==> src/rtl/skip_mod_counter.sv <==
// Runtime-programmable modulo counter with an optional reserved-value window,
// up/down stepping, synchronous load and registered tc / skip_evt / cfg_err flags.
module skip_mod_counter #(
   parameter int WIDTH = 4
) (
   input  logic             clk,
   input  logic             rst_n,
   input  logic             en,
   input  logic             up,
   input  logic             load,
   input  logic [WIDTH-1:0] load_val,
   input  logic [WIDTH-1:0] cfg_max,
   input  logic             skip_en,
   input  logic [WIDTH-1:0] skip_lo,
   input  logic [WIDTH-1:0] skip_hi,
   output logic [WIDTH-1:0] count,
   output logic             tc,
   output logic             skip_evt,
   output logic             cfg_err
);

   localparam logic [WIDTH-1:0] ONE   = WIDTH'(1);
   localparam logic [WIDTH:0]   ONE_W = (WIDTH+1)'(1);

   logic             win_ok;
   logic             skip_act;
   logic             cnt_in_win;
   logic             load_in_win;
   logic [WIDTH:0]   cnt_inc;
   logic [WIDTH:0]   cnt_dec;
   logic [WIDTH-1:0] above_win;
   logic [WIDTH-1:0] below_win;
   logic [WIDTH-1:0] count_nxt;
   logic             tc_nxt;
   logic             evt_nxt;

   assign win_ok      = (skip_lo != '0) && (skip_lo <= skip_hi) && (skip_hi < cfg_max);
   assign skip_act    = skip_en & win_ok;
   assign cnt_in_win  = skip_act && (count >= skip_lo) && (count <= skip_hi);
   assign load_in_win = skip_act && (load_val >= skip_lo) && (load_val <= skip_hi);

   // One extra bit keeps +1 / -1 from wrapping silently at the code-space edges.
   assign cnt_inc = {1'b0, count} + ONE_W;
   assign cnt_dec = {1'b0, count} - ONE_W;

   // Only consumed when the window is valid, so hi+1 <= cfg_max and lo-1 >= 0.
   assign above_win = skip_hi + ONE;
   assign below_win = skip_lo - ONE;

   always_comb begin
      count_nxt = count;
      tc_nxt    = 1'b0;
      evt_nxt   = 1'b0;
      if (load) begin
         if (load_val > cfg_max) begin
            count_nxt = cfg_max;
         end else if (load_in_win) begin
            count_nxt = above_win;
         end else begin
            count_nxt = load_val;
         end
      end else if (en) begin
         if (up) begin
            if (count >= cfg_max) begin
               count_nxt = '0;
               tc_nxt    = 1'b1;
            end else if (cnt_in_win || (skip_act && (cnt_inc == {1'b0, skip_lo}))) begin
               count_nxt = above_win;
               evt_nxt   = 1'b1;
            end else begin
               count_nxt = cnt_inc[WIDTH-1:0];
            end
         end else begin
            if (count > cfg_max) begin
               count_nxt = cfg_max;
            end else if (count == '0) begin
               count_nxt = cfg_max;
               tc_nxt    = 1'b1;
            end else if (cnt_in_win || (skip_act && (cnt_dec == {1'b0, skip_hi}))) begin
               count_nxt = below_win;
               evt_nxt   = 1'b1;
            end else begin
               count_nxt = cnt_dec[WIDTH-1:0];
            end
         end
      end
   end

   always_ff @(posedge clk or negedge rst_n) begin
      if (!rst_n) begin
         count    <= '0;
         tc       <= 1'b0;
         skip_evt <= 1'b0;
         cfg_err  <= 1'b0;
      end else begin
         count    <= count_nxt;
         tc       <= tc_nxt;
         skip_evt <= evt_nxt;
         cfg_err  <= skip_en & ~win_ok;
      end
   end

endmodule

==> config.mk <==
export PLATFORM = sky130hd
export DESIGN_NAME = skip_mod_counter
export DESIGN_NICKNAME = d
export VERILOG_FILES = /design/src/rtl/skip_mod_counter.sv
export SDC_FILE = /design/constraint.sdc
export NUM_CORES = 1
export LEC_CHECK = 0
export CAP_MARGIN = 20
export CORE_ASPECT_RATIO = 1.2
export CORE_MARGIN = 10
export CORE_UTILIZATION = 49
export DETAILED_ROUTE_END_ITERATION = 7
export GPL_TIMING_DRIVEN = 0
export HOLD_SLACK_MARGIN = 0.1
export PLACE_DENSITY = 0.8
export SLEW_MARGIN = 20
export SYNTH_ARGS = -nofsm -noshare
export SYNTH_HDL_FRONTEND = slang
export SYNTH_SLANG_ARGS = --single-unit
==> constraint.sdc <==
create_clock -name clk -period 2.5 [get_ports clk]
set_clock_uncertainty 0.2 [all_clocks]
set_input_delay 0.375 -clock clk [delete_from_list [all_inputs] [get_ports clk]]
set_output_delay 0.375 -clock clk [all_outputs]
set_load 0.03 [all_outputs]
==> flow_summary.ini <==
[routing]
vias = 1799
ant_nets = 0
drt-total-wl_um = 5470
vias_per_cell = 6.33
drc = 0
drt_iter0_drc = 137
dr.pass1.iters = 4
avgRoutedWirePerCell_um = 19.3

[floorplan]
num_rows = 23
die-area_mm2 = 0.00610
dieHeight_um = 83.6
ios = 29
die_w_um = 73.0
fp.coreArea_mm2 = 0.00328
start_util = 0.503

[final_layout]
seq_area_um2 = 178
layout-drive-gt1-share = 0.352
postLayoutCellArea_mm2 = 0.00234
nNetsFinal = 306
multi_input_area_mm2 = 0.00162
antennaDiodeCount = 0
fin_cells = 284
area_growth_pct = 42.1
fillers = 271

[sta]
final.setup.worst_slack_ns = -0.105
slew_violations = 0
fmax_mhz = 384
hold_violations = 0
setup_viol = 4
rsz0062_at_grt = yes
fin_hold_ws_ns = 0.214
tightest_slew_ns = 0.420
min_period_ns = 2.61
slew_headroom = 0.720
fin_crit_sh = 1.04
setup_tns_ns = -0.235

[grt]
grt.overflow.total = 0
grt_usage = 0.175
grt_max_degree = 11
grt_pass1_wl_um = 8710
antenna_found_initial = 0
grt_pass1_vias = 1783

[logic_synthesis]
synthSimpleGateAreaFrac = 0.212
synth_adder_area_share = 0.273
ys_ff_latch = 7
synth.avg_cell_area_um2 = 8.37
synth_mux_area_frac = 0.0402
yosysSeqAreaShare = 0.106
ys.flop_type = dfrtp_1
synth_top_family_by_area = adder cells
synth_xor_area_frac = 0.0690
synthesis.nets = 255
synth_cell_type_count = 52
netlist_instances = 197
synthArstFlopShare = 1.00
synth_edf_count = 0
synth_compound_area_frac = 0.255
ys_warn_count = 0
syn_area_mm2 = 0.00165

[critical_path]
critPathMaxFanout = 4
crit_end = count[2]
crit_start = count[0]
r2r_slack_ns = -0.11
cp-end-kind = register
worstReg2RegEnd = count[2]
crit_required_ns = 2.45
r2r_cells = 9
r2r_start = count[0]
path_class = register to register
arrival_ns = 2.56
critPathLaunchType = register

[placement]
dp_cells = 262
dp_hpwl_um = 4020
place_congestion = 0.908
port_buffers = 28
placed_area_mm2 = 0.00202

[clock_network]
cts_max_level = 1
clk_pin_slew_ns = 0.04
clkLatencyLatePin_ns = 0.23
cts_hold_buf = 0
cts_tree = yes
clock-sinks = 7
numCtsBuffers = 3
clockBufferDepth = 2
cts-root-buf = clkbuf_8

[run_status]
violations = setup timing
status = finished with violations

[power]
ir_drop_v = 0.000342
p_per_area_mw_per_mm2 = 554
power_leakage_nw = 1.01

[run]
cap_violations = 0

[worst_hold_path]
hold_class = input pin to asynchronous set/reset pin
-- worst max-delay path, cell delays in order, from the launching register on --
cell and delay, ns:
dfrtp_2 0.43, inv_4 0.10, ha_4 0.20, nand2b_4 0.13
a211o_1 0.26, a21oi_2 0.21, o32ai_4 0.13, and2_4 0.17
or4b_4 0.53, a31oi_4 0.17
-- routing by layer --
layer / global-route usage / wire (um) / part of all wire
met2: 0.303 / 2730 / 0.50
met4: 0.0709 / 253 / 0.046
met1: 0.202 / 2220 / 0.41
met3: 0.0310 / 273 / 0.050
met5: 0 / 0 / 0
-- power breakdown --
part	total, W	internal (W)	switching, W	leakage (nW)
clock network	0.000162	0.000111	0.0000515	0.0228
logic	0.000966	0.000441	0.000525	0.905
registers	0.000170	0.000134	0.0000365	0.0833
total	0.00130	0.000685	0.000613	1.01
-- metrics by stage --
stage	utilization	setup WS, ns	total power, W
global placement	0.616	-0.967	0.000914
detailed placement	0.616	-0.985	0.000928
CTS	0.680	-0.0206	0.00119
floorplan	-	-0.133	0.000706
finish	0.714	-0.105	0.00130
global route	0.714	-0.177	0.00139
-- how the worst min path moves through the flow --
stage	slack [ns]	cells past startpoint	to
detailed placement	0.46	1	tc
floorplan	-0.12	0	cfg_err
global route	0.24	1	tc
finish	0.21	1	tc
CTS	0.22	1	skip_evt
global placement	0.45	1	skip_evt
-- cells by family (layout without fill, tap and decap cells) --
group | Yosys count | in the layout
AO/OA/AOI/OAI | 60 | 60
AND/OR/NAND/NOR | 59 | 59
adder cells (fa/ha/maj) | 36 | 36
buffers and inverters | 16 | 66
XOR/XNOR | 13 | 13
flip-flops | 7 | 7
multiplexers | 6 | 6
-- cell usage after synthesis, types with 2 or more instances --
cell | n | area, um^2
a211oi_1 | 2 | 15.0
a21o_1 | 3 | 22.5
a21oi_1 | 13 | 65.1
a221oi_1 | 4 | 35.0
a31oi_1 | 5 | 31.3
and4_1 | 2 | 17.5
dfrtp_1 | 7 | 175
ha_1 | 36 | 450
inv_1 | 13 | 48.8
mux2i_1 | 4 | 40.0
nand2_1 | 9 | 33.8
nand2b_1 | 10 | 62.6
nand3_1 | 4 | 20.0
nand4_1 | 2 | 12.5
nor2_1 | 12 | 45.0
nor2b_1 | 4 | 25.0
nor3_1 | 4 | 20.0
o211ai_1 | 2 | 15.0
o21a_1 | 5 | 37.5
o21ai_0 | 9 | 45.0
o21ai_1 | 2 | 10.0
o31ai_1 | 2 | 15.0
o32ai_1 | 3 | 26.3
xnor2_1 | 10 | 87.6
xor2_1 | 3 | 26.3
-- what timing repair did --
item / CTS / global route
endpoints found under the setup margin: 5 / 4
buffers inserted: 15 / 4
pin swaps: 11 / 15
resized for setup: 70 / 21
-- cells in the final DEF, fill, tap and decap left out, drive strengths merged, types with 3 or more instances in the layout --
cell and count:
ha 36, buf 28, clkdlybuf4s50 14, a21oi 14
inv 13, nor2 12, nand2b 11, o21ai 11
xnor2 10, nand2 9, dfrtp 7, clkbuf 6
o21a 5, a31oi 5, nor3 5, nand3 4
nor2b 4, a221oi 4, o32ai 4, mux2i 4
a211oi 3, xor2 3, a21o 3, dlygate4sd2 3
nor3b 3
-- area by class of cell --
type                    count  area share
inverters                  13      0.0230
flip-flops and latches      7      0.0758
well taps                  37      0.0198
multi-input cells         174       0.692
repair buffers             47       0.163
plain buffers               2     0.00694
clock buffers               4      0.0192
-- state kept, by name, indices dropped and copies added, names as in the netlist --
signal / count
count: 4
skip_evt: 1
cfg_err: 1
tc: 1
No activity file was read; power rests on OpenSTA's default activity.
